`src/rtl/serial_adder_pkg.sv`:
```
// serial_adder_pkg: state encoding and default width shared by the serial adder files
package serial_adder_pkg;
    typedef enum logic [1:0] {
        IDLE = 2'd0,
        RUN  = 2'd1,
        DONE = 2'd2
    } state_t;
    localparam int DEFAULT_WIDTH = 8;
endpackage

```
`src/rtl/serial_adder_fulladder.sv`:
```
// fulladder: one-bit full adder cell
// Ports: A, B, Cin - operand and carry-in bits; S - sum bit; Cout - carry-out bit
module fulladder (
    input  logic A,
    input  logic B,
    input  logic Cin,
    output logic S,
    output logic Cout
);
    assign S    = A ^ B ^ Cin;
    assign Cout = (A & B) | (Cin & (A ^ B));
endmodule

```
`src/rtl/serial_adder.sv`:
```
// serial_adder: bit-serial WIDTH-bit adder, one bit per clock through a single full adder cell
// Ports: CLK clock; RST async active-high reset; Start request (ignored while Busy);
//        A/B/Cin operands latched on accepted Start; Busy high in RUN; Done one-cycle
//        completion pulse; S/Cout registered result, updated only on completion.
module serial_adder
    import serial_adder_pkg::*;
#(
    parameter int WIDTH = DEFAULT_WIDTH
) (
    input  logic             CLK,
    input  logic             RST,
    input  logic             Start,
    input  logic [WIDTH-1:0] A,
    input  logic [WIDTH-1:0] B,
    input  logic             Cin,
    output logic             Busy,
    output logic             Done,
    output logic [WIDTH-1:0] S,
    output logic             Cout
);
    localparam int CW = $clog2(WIDTH);

    state_t           r_state;
    state_t           w_next;
    logic [WIDTH-1:0] r_sha;
    logic [WIDTH-1:0] r_shb;
    logic [WIDTH-1:0] r_shs;
    logic             r_carry;
    logic [CW-1:0]    r_cnt;
    logic             w_sum;
    logic             w_cout;
    logic             w_last;
    logic             w_load;

    fulladder fa0 (
        .A   (r_sha[0]),
        .B   (r_shb[0]),
        .Cin (r_carry),
        .S   (w_sum),
        .Cout(w_cout)
    );

    assign w_last = r_cnt == CW'(WIDTH - 1);
    assign w_load = (r_state != RUN) && Start;

    always_comb begin
        w_next = IDLE;
        if (r_state == RUN)
            w_next = w_last ? DONE : RUN;
        else
            w_next = Start ? RUN : IDLE;
    end

    always_comb begin
        Busy = r_state == RUN;
        Done = r_state == DONE;
    end

    always_ff @(posedge CLK or posedge RST) begin
        if (RST) begin
            r_state <= IDLE;
            r_sha   <= '0;
            r_shb   <= '0;
            r_shs   <= '0;
            r_carry <= 1'b0;
            r_cnt   <= '0;
            S       <= '0;
            Cout    <= 1'b0;
        end else begin
            r_state <= w_next;
            if (w_load) begin
                r_sha   <= A;
                r_shb   <= B;
                r_carry <= Cin;
                r_cnt   <= '0;
            end else if (r_state == RUN) begin
                r_sha   <= r_sha >> 1;
                r_shb   <= r_shb >> 1;
                r_shs   <= {w_sum, r_shs[WIDTH-1:1]};
                r_carry <= w_cout;
                r_cnt   <= r_cnt + CW'(1);
                // the final sum bit is merged directly so S never shows a partial value
                if (w_last) begin
                    S    <= {w_sum, r_shs[WIDTH-1:1]};
                    Cout <= w_cout;
                end
            end
        end
    end
endmodule

```
`config.mk`:
```
export PLATFORM = sky130hd
export DESIGN_NAME = serial_adder
export DESIGN_NICKNAME = d
export VERILOG_FILES = /design/src/rtl/serial_adder_pkg.sv /design/src/rtl/serial_adder_fulladder.sv /design/src/rtl/serial_adder.sv
export SDC_FILE = /design/constraint.sdc
export NUM_CORES = 1
export LEC_CHECK = 0
export CORE_MARGIN = 5
export CORE_UTILIZATION = 47
export CTS_CLUSTER_SIZE = 8
export DETAILED_ROUTE_END_ITERATION = 10
export PLACE_DENSITY = 0.75
export SETUP_SLACK_MARGIN = 0.15
export SKIP_CTS_REPAIR_TIMING = 1
export SYNTH_ARGS = -nofsm -noshare
export SYNTH_HDL_FRONTEND = slang
export SYNTH_SLANG_ARGS = --single-unit
export TNS_END_PERCENT = 20
```
`constraint.sdc`:
```
create_clock -name CLK -period 1.4 [get_ports CLK]
set_clock_uncertainty 0.05 [all_clocks]
set_input_delay 0.35 -clock CLK [delete_from_list [all_inputs] [get_ports CLK]]
set_output_delay 0.35 -clock CLK [all_outputs]
set_load 0.005 [all_outputs]
```
==> run metrics <==
outcome finished, violations left; failing checks negative setup slack; CP Buf/Inv Count 1; Adder-Cell Fraction of Synth Area 2.53%; Synth Net Count 133; Synth area leaders dfrtp_1 (53%), mux2_4 (23%), mux2_2 (13%); Critical Path, Cell by Cell ha_2, ha_4, nand3b_1, buf_12, mux2_2; Synth Area in XOR/XNOR 0%; Synth Area in Simple Gates 2.60%; worst-case hold slack 0.353 ns; Rows 22; number of global-route vias before repair 1130; First-pass DRT Iterations 4; register bit total from synthesis 38; worst hold path class input port to asynchronous set/reset pin; unrepaired setup endpoints after global routing true; CTS clock-pin slew for the worst setup and hold paths 0.07 ns; family with the most delay on the worst path flip-flops; final instance area 2340 um2; Synth area leader dfrtp_1; Worst-Margin Slew 0.222 ns; die height 71.6 um; pwr dens 2120 nW/um2; fmax 661 MHz; DR vias/cell 5.01; worst-path fanout max 10; final hold vios 0; die footprint 5120 um2; mux cell area share after synthesis 38.3%; CTS tree done; Post-Syn Area 1780 um2; DRC violations left 0; worst flop-to-flop path startpoint r_cnt[1]; Slew HR 85.2%; maximum VDD drop 0.00132 V; reg2reg end S[0]; Final WS setup -0.112 ns; Slowest-stage cell, CP dfrtp_1; Critical Path RT 1.53 ns; CP peak stage delay 0.39 ns; WP data arrival 1.64 ns; Layout Nets 173; Detailed Route WL 3250 um; Final Setup Violations 11; CTS Buffer Depth 2; Initial DRC Count 70; register area share after synthesis 53.4%; worst-skew pair later-pin latency 0.29 ns; Die Width 71.6 um; # fillers 281; crit path time final 1.51 ns; LEAKAGE 1.12 nW; Antenna diodes 0; clock sinks 38; IO buf count 30; Final Max Tran Viols 0; Ports 31; layout cells sized above 1 53.6%; Area Overhead vs Synth 31.2%; Placeable Area 3660 um2; Worst Setup Start Kind flip-flop; Setup crit end kind flip-flop; Initial Util 48.7%; cell area after placement 2200 um2; Compound-Gate Fraction of Synth Area 0%; remaining antenna violation count 0; yosys warns 0; RePlAce Congestion 0.702; first-pass GRT wire length 5650 um; MaxCap Viol Count 0; Synth top area share 53.4%; Tcrit/Tclk final 108%; dpl hpwl 2140 um; FF-to-FF path depth 5; Yosys cell types 15; initial antenna violation count 0; total congestion overflow 0; CP Class flip-flop to flip-flop; r2r setup slk -0.11 ns; area occupied by multi-input gates 806 um2; register area 951 um2; Overall Global Routing Usage 14.4%; clock root cell clkbuf_8; Avg Inst Size Synth 16.2 um2; per-cell routed wire length 16.3 um; via count 997; largest net degree at the start of global routing 39; CTS buffer count 5; # H-tree levels 2; largest family of logic cells by synthesized area multiplexers; cells after synthesis 110
## state kept, by name, indices dropped and copies added (netlist names)
name and count:
r_sha 8, r_state 2, r_shs 7, r_shb 8, r_cnt 3, S 8, Cout 1, r_carry 1
## power by group
part,total (mW),leakage [nW],switching (mW),internal (mW)
Combinational,1.89,0.573,0.638,1.25
Clock,1.15,0.0714,0.390,0.760
Sequential,1.91,0.475,0.317,1.59
Total,4.94,1.12,1.34,3.60
## how the worst max path moves through the flow
stage | start | endpoint | slack (ns) | cells after the start
detailed placement | Start | r_sha[6] | -0.43 | 4
floorplan | r_cnt[0] | Cout | -0.01 | 5
global route | r_cnt[1] | S[7] | -0.16 | 5
finish | r_cnt[1] | S[0] | -0.11 | 5
global placement | Start | r_sha[0] | -0.41 | 4
CTS | r_state[1] | Busy | -0.45 | 3
## logic make-up (layout without fill, tap and decap cells)
group / Yosys count / count (layout)
mux: 52 / 52
buf+inv: 9 / 50
fa+ha+maj: 3 / 3
simple gates: 8 / 8
flops: 38 / 38
## worst min-delay path: cells and delay by family
kind | cells | cell delay, ns
buf+inv | 3 | 0.71
## stage by stage
step / std cells / setup TNS (ns) / power [mW] / worst slack (ns) / utilization, %
floorplan: 110 / -0.132 / 3.15 / -0.0147 / -
global placement: 191 / -7.86 / 3.76 / -0.407 / 60.2
detailed placement: 191 / -8.55 / 3.84 / -0.434 / 60.2
CTS: 199 / -4.93 / 5.02 / -0.449 / 64.0
global route: 199 / -1.54 / 5.28 / -0.159 / 63.8
finish: 199 / -0.994 / 4.94 / -0.112 / 63.8
## per-layer routing
metal | wire length [um] | track usage (%)
met2 | 1440 | 19.7
met4 | 36 | 5.64
met3 | 208 | 5.75
met1 | 1560 | 20.3
met5 | 0 | 0
## cell usage in the layout (no fill, tap or decap), types with 2 or more instances in the layout
cell              n
buf_12            3
buf_4             3
buf_6             2
bufinv_16         2
clkbuf_2          9
clkbuf_8          6
clkdlybuf4s50_1  18
dfrtp_1          38
inv_1             3
mux2_2           21
mux2_4           27
mux2i_1           4
nor2_1            2
nor2b_1           2
## synth_stat cells
cell type  number
buf_2           1
buf_4           2
buf_6           2
dfrtp_1        38
fa_1            1
ha_1            2
inv_1           3
inv_2           1
mux2_2         21
mux2_4         27
mux2i_1         4
nand2b_1        2
nand3b_1        1
nor2_1          2
nor2b_1         3
## layout make-up
class                   instances  area share, %
flip-flops and latches         38           40.7
multi-input cells              63           34.5
repair buffers                 38           15.5
clock buffers                   6           3.53
clock inverters                 2           2.57
well taps                      48           2.57
inverters                       4          0.642
Note: power is estimated with default switching activity, not from simulation.
